$ cat src/rtl/mem_arb.sv
// -----------------------------------------------------------------------------
// mem_arb: two-master arbiter in front of a single-ported synchronous memory.
//
// Master 0 is the core and master 1 is the loader. Each cycle at most one of
// them is granted. When both request, the current owner keeps the memory for
// up to MAX_BURST consecutive grants. After that the other master wins the
// tie, so neither side can starve the other. A granted read returns its data
// one cycle later through the granted master's rvalid/rdata.
//
// Handshake: mX_req is a request held by the master. mX_gnt is combinational
// from the requests and the arbitration state. The access (address, write data,
// byte enables, write strobe) completes in the cycle in which mX_gnt is high.
// A master whose req is high and gnt is low must hold its request and try
// again. mX_rvalid pulses for one cycle, one cycle after a granted read, and
// cannot be back-pressured.
//
// Ports:
//   clk, rst                  clock, asynchronous active-high reset
//   mX_req/we/addr/wdata/be   master X request and access fields (X = 0, 1)
//   mX_gnt                    master X access accepted this cycle
//   mX_rvalid/mX_rdata        master X read response
//   mem_addr/wdata/we/be      muxed memory request (all zero when idle)
//   mem_rdata                 memory read data, valid one cycle after address
// -----------------------------------------------------------------------------
module mem_arb #(
    parameter int DATA_W    = 32,
    parameter int ADDR_W    = 32,
    parameter int MAX_BURST = 4     // legal range 1..15
) (
    input  logic              clk,
    input  logic              rst,

    input  logic              m0_req,
    input  logic              m0_we,
    input  logic [ADDR_W-1:0] m0_addr,
    input  logic [DATA_W-1:0] m0_wdata,
    input  logic [3:0]        m0_be,
    output logic              m0_gnt,
    output logic              m0_rvalid,
    output logic [DATA_W-1:0] m0_rdata,

    input  logic              m1_req,
    input  logic              m1_we,
    input  logic [ADDR_W-1:0] m1_addr,
    input  logic [DATA_W-1:0] m1_wdata,
    input  logic [3:0]        m1_be,
    output logic              m1_gnt,
    output logic              m1_rvalid,
    output logic [DATA_W-1:0] m1_rdata,

    output logic [ADDR_W-1:0] mem_addr,
    output logic [DATA_W-1:0] mem_wdata,
    output logic              mem_we,
    output logic [3:0]        mem_be,
    input  logic [DATA_W-1:0] mem_rdata
);

    localparam logic [3:0] BURST_LIM = 4'(MAX_BURST);

    // Arbitration state: last granted master, its run of consecutive grants,
    // and the one-hot target of the read whose data arrives this cycle.
    logic       owner_q, owner_d;
    logic [3:0] cnt_q,   cnt_d;
    logic [1:0] rd_pend_q, rd_pend_d;

    logic gnt0, gnt1;

    // -------------------------------------------------------------------------
    // Grant decision. This path is combinational so that an access can finish
    // in its request cycle. Reset masks every grant, whatever the requests are.
    // -------------------------------------------------------------------------
    always_comb begin
        gnt0 = 1'b0;
        gnt1 = 1'b0;
        if (!rst) begin
            case ({m1_req, m0_req})
                2'b01: gnt0 = 1'b1;
                2'b10: gnt1 = 1'b1;
                2'b11: begin
                    // While under quota, the owner keeps winning ties.
                    // Once the quota is used up, the other master wins.
                    if (cnt_q < BURST_LIM) begin
                        gnt0 = ~owner_q;
                        gnt1 =  owner_q;
                    end else begin
                        gnt0 =  owner_q;
                        gnt1 = ~owner_q;
                    end
                end
                default: ;
            endcase
        end
    end

    assign m0_gnt = gnt0;
    assign m1_gnt = gnt1;

    // -------------------------------------------------------------------------
    // Next-state logic for the arbitration state.
    // -------------------------------------------------------------------------
    always_comb begin
        owner_d   = owner_q;
        cnt_d     = cnt_q;
        rd_pend_d = 2'b00;

        if (!(gnt0 || gnt1)) begin
            // An idle cycle breaks the run. Ownership is kept, so the
            // previous owner starts the next tie with a fresh quota.
            cnt_d = 4'd0;
        end else if (gnt1 == owner_q) begin
            cnt_d = (cnt_q >= BURST_LIM) ? BURST_LIM : cnt_q + 4'd1;
        end else begin
            owner_d = gnt1;
            cnt_d   = 4'd1;
        end

        // Only reads expect a response. Writes leave rd_pend clear.
        rd_pend_d = {gnt1 & ~m1_we, gnt0 & ~m0_we};
    end

    always_ff @(posedge clk or posedge rst) begin
        if (rst) begin
            owner_q   <= 1'b0;
            cnt_q     <= 4'd0;
            rd_pend_q <= 2'b00;
        end else begin
            owner_q   <= owner_d;
            cnt_q     <= cnt_d;
            rd_pend_q <= rd_pend_d;
        end
    end

    // -------------------------------------------------------------------------
    // Memory request mux. Drives all zeros when nobody is granted.
    // -------------------------------------------------------------------------
    always_comb begin
        mem_addr  = '0;
        mem_wdata = '0;
        mem_we    = 1'b0;
        mem_be    = 4'b0000;
        if (gnt0) begin
            mem_addr  = m0_addr;
            mem_wdata = m0_wdata;
            mem_we    = m0_we;
            mem_be    = m0_be;
        end else if (gnt1) begin
            mem_addr  = m1_addr;
            mem_wdata = m1_wdata;
            mem_we    = m1_we;
            mem_be    = m1_be;
        end
    end

    // -------------------------------------------------------------------------
    // Read return. rd_pend is already cleared by the async reset. The extra
    // rst term keeps rvalid low during the first reset, before the register
    // has been cleared at least once.
    // -------------------------------------------------------------------------
    assign m0_rvalid = rd_pend_q[0] & ~rst;
    assign m1_rvalid = rd_pend_q[1] & ~rst;
    assign m0_rdata  = m0_rvalid ? mem_rdata : '0;
    assign m1_rdata  = m1_rvalid ? mem_rdata : '0;

endmodule

$ cat config.mk
export PLATFORM = sky130hd
export DESIGN_NAME = mem_arb
export DESIGN_NICKNAME = d
export VERILOG_FILES = /design/src/rtl/mem_arb.sv
export SDC_FILE = /design/constraint.sdc
export NUM_CORES = 1
export LEC_CHECK = 0
export CAP_MARGIN = 15
export CORE_AREA = 2 2 122 124
export DETAILED_ROUTE_END_ITERATION = 12
export DIE_AREA = 0 0 124 126
export PLACE_DENSITY_LB_ADDON = 0.05
export SYNTH_ARGS = -nofsm -noshare
export SYNTH_HDL_FRONTEND = slang
export SYNTH_SLANG_ARGS = --single-unit
$ cat constraint.sdc
create_clock -name clk -period 2.5 [get_ports clk]
set_clock_uncertainty 0.2 [all_clocks]
set_input_delay 0.75 -clock clk [delete_from_list [all_inputs] [get_ports clk]]
set_output_delay 0.75 -clock clk [all_outputs]
set_load 0.02 [all_outputs]
==> results.md <==
* First-pass GRT wire length at 18700 um
* Sequential area share after synthesis at 0.111
* Post-layout util at 0.478
* Vias at 3088
* Post-synth cell types at 32
* Post-synthesis cell count at 195
* Worst Setup End Kind: output port
* Pins Over Slew Limit at 0
* Largest net degree at the start of global routing at 19
* Unrepaired setup endpoints after global routing: true
* Antenna viol nets, final at 0
* Residual DRC at 0
* Sink Count at 7
* CTS tree: built
* Pleak at 3.12 nW
* Endpoints failing setup at 135
* Overall routing resource usage at 0.159
* Power Total at 1.89 mW
* Yosys warning total at 0
* Vias in the first global route at 3256
* Startpoint types: input port
* Layout cells sized above 1 at 0.611
* Status: finished, violations left
* Port bufs at 310
* Failing checks: negative setup slack
* IO Count at 311
* Num CTS Buffers at 3
* Reg clk slew, reported paths at 30 ps
* Tightest Hold Check Type: reg2reg
* Post-DP HPWL at 9950 um
* DR vias/cell at 4.13
* Critical Path RT at 1550 ps
* Die W at 124 um
* ANT cells at 0
* Remaining Overflow, GRT at 0
* CP max FO at 6
* Initial Util at 0.111
* Clock Path Buffers at 2
* Initial antenna violation count at 0
* #FFs+latches synth at 7
* Die area at 0.0156 mm2
* Placed Area at 0.00541 mm2
* Hold Vio Cnt, Final at 0
* Gpl congestion at 0.768
* Core Region at 0.0143 mm2
* Final nets at 739
* Root buffer cell: clkbuf_16
* VDD IR-drop max at 0.000169 V
* Design area at 0.00684 mm2
* # rows at 44
* Final worst slack at -397 ps
* Reg2reg setup slack at 770 ps
* Setup CP Type: in2out
* Die height at 126 um
* DRT iter0 DRCs at 47
* Mean post-synth cell area at 8.12 um2
* Worst-skew pair later-pin latency at 230 ps
* FMAX at 345 MHz
* Routed len/inst at 18.3 um
* Final Critical Period at 2900 ps
* H-tree depth at 1
* Final worst-path cycle share at 1.16
* Synthesized area at 0.00158 mm2
* # Max-Cap Violations at 0
* Power Dens Cells at 276 mW/mm2
* Mapped Nets at 370
* Place WS at -1460 ps
* Area grow syn2layout at 332%
* Total Wirelength at 13600 um
* DRT Pass-1 Iters at 4
* Crit path DAT at 1950 ps
registers in the layout (all words and copies together), names as in the netlist:
signal	flops
cnt_q	4
owner_q	1
rd_pend_q	2
report_power, final:
group	leakage [nW]	internal [mW]	switching (mW)
clock	0.0382	0.212	0.0594
combinational	3.00	0.913	0.557
sequential	0.0882	0.126	0.0201
synth_stat cells:
master | number | share of area
nor2_1 | 4 | 0.0095
and2_1 | 65 | 0.26
buf_4 | 1 | 0.0047
a221o_2 | 1 | 0.0071
mux2i_1 | 1 | 0.0063
a211oi_4 | 1 | 0.013
nor2b_1 | 5 | 0.020
o211a_1 | 1 | 0.0063
o211ai_1 | 1 | 0.0047
dfrtp_1 | 7 | 0.11
and3_1 | 1 | 0.0040
and2b_1 | 1 | 0.0047
clkbuf_1 | 11 | 0.026
o32ai_1 | 1 | 0.0055
nor3b_1 | 1 | 0.0047
o21ai_0 | 1 | 0.0032
a22o_1 | 69 | 0.38
nand2_1 | 1 | 0.0024
nor3_2 | 1 | 0.0063
buf_2 | 2 | 0.0063
buf_6 | 8 | 0.057
and4bb_4 | 1 | 0.010
nand2b_1 | 1 | 0.0040
inv_1 | 1 | 0.0024
ha_1 | 1 | 0.0079
nand2b_4 | 1 | 0.0087
o21ai_1 | 1 | 0.0032
or2_1 | 1 | 0.0040
conb_1 | 1 | 0.0024
nor4b_2 | 1 | 0.0095
nor4_1 | 1 | 0.0040
a21oi_1 | 1 | 0.0032
cells by family after synthesis:
kind of cell	count (synthesis)	synth area share
AOI/OAI and AO/OA	77	0.428
other	1	0.00237
and+or+nand+nor	85	0.349
DFF	7	0.111
buffers and inverters	23	0.0964
muxes	1	0.00632
adders and majority gates	1	0.00790
cells in the final DEF, fill, tap and decap left out, types with 2 or more instances in the layout:
cell type / count
buf_8: 11
clkbuf_16: 6
dfrtp_2: 2
nand2b_4: 2
a22o_4: 47
buf_6: 164
and2_4: 64
buf_4: 10
nor2b_1: 2
a22o_1: 22
clkbuf_2: 2
nor2b_4: 3
dfrtp_1: 5
clkdlybuf4s50_1: 170
buf_12: 16
nor2_1: 4
buf_16: 10
critical path, stage by stage:
cell      delay [ps]
buf_8            100
and4bb_4         200
a211oi_4         210
buf_6            200
buf_12           110
buf_16           110
a22o_1           150
buf_6            120
per-stage QoR:
step / instances / hold WS, ps / setup TNS [ps]
after detailed placement: 687 / 441 / -161660
after global placement: 687 / 431 / -161650
final: 747 / 426 / -31180
after floorplan: 195 / 399 / -16090
after CTS: 744 / 440 / -34890
after global routing: 747 / 479 / -37620
repair_timing:
item / CTS / global route
setup buffers: 40 / 8
resized for setup: 934 / 56
hold buffers: 0 / 0
gates cloned: 13 / 4
pin swaps: 34 / 33
endpoints found under the setup margin: 137 / 137
area by class of cell:
type                       count  area [um2]
inverter                       1        3.75
timing repair buffer         386        4470
clock buffer                   4        78.8
multi-input combinational    165        1880
sequential                     7         178
tap                          184         230
fill                        1298        7470
path summary, 6_finish.rpt:
kind                           from            to  cells past startpoint
min                        cnt_q[1]      cnt_q[1]                      2
max                          m1_req   mem_addr[9]                      8
min reg2reg                cnt_q[1]      cnt_q[1]                      2
max reg2reg                cnt_q[2]  rd_pend_q[0]                      5
min in group asynchronous       rst      cnt_q[0]                      5
max in group asynchronous       rst      cnt_q[3]                      5
metal layers:
metal  vias to the layer above  routed length, um  global-route usage
met4                         0                132              0.0231
li1                       1470                  -                   -
met5                         -                  0                   0
met3                        10               1430              0.0444
met2                       191               7770               0.336
met1                      1417               4320               0.149
No activity file was read; power rests on OpenSTA's default activity.
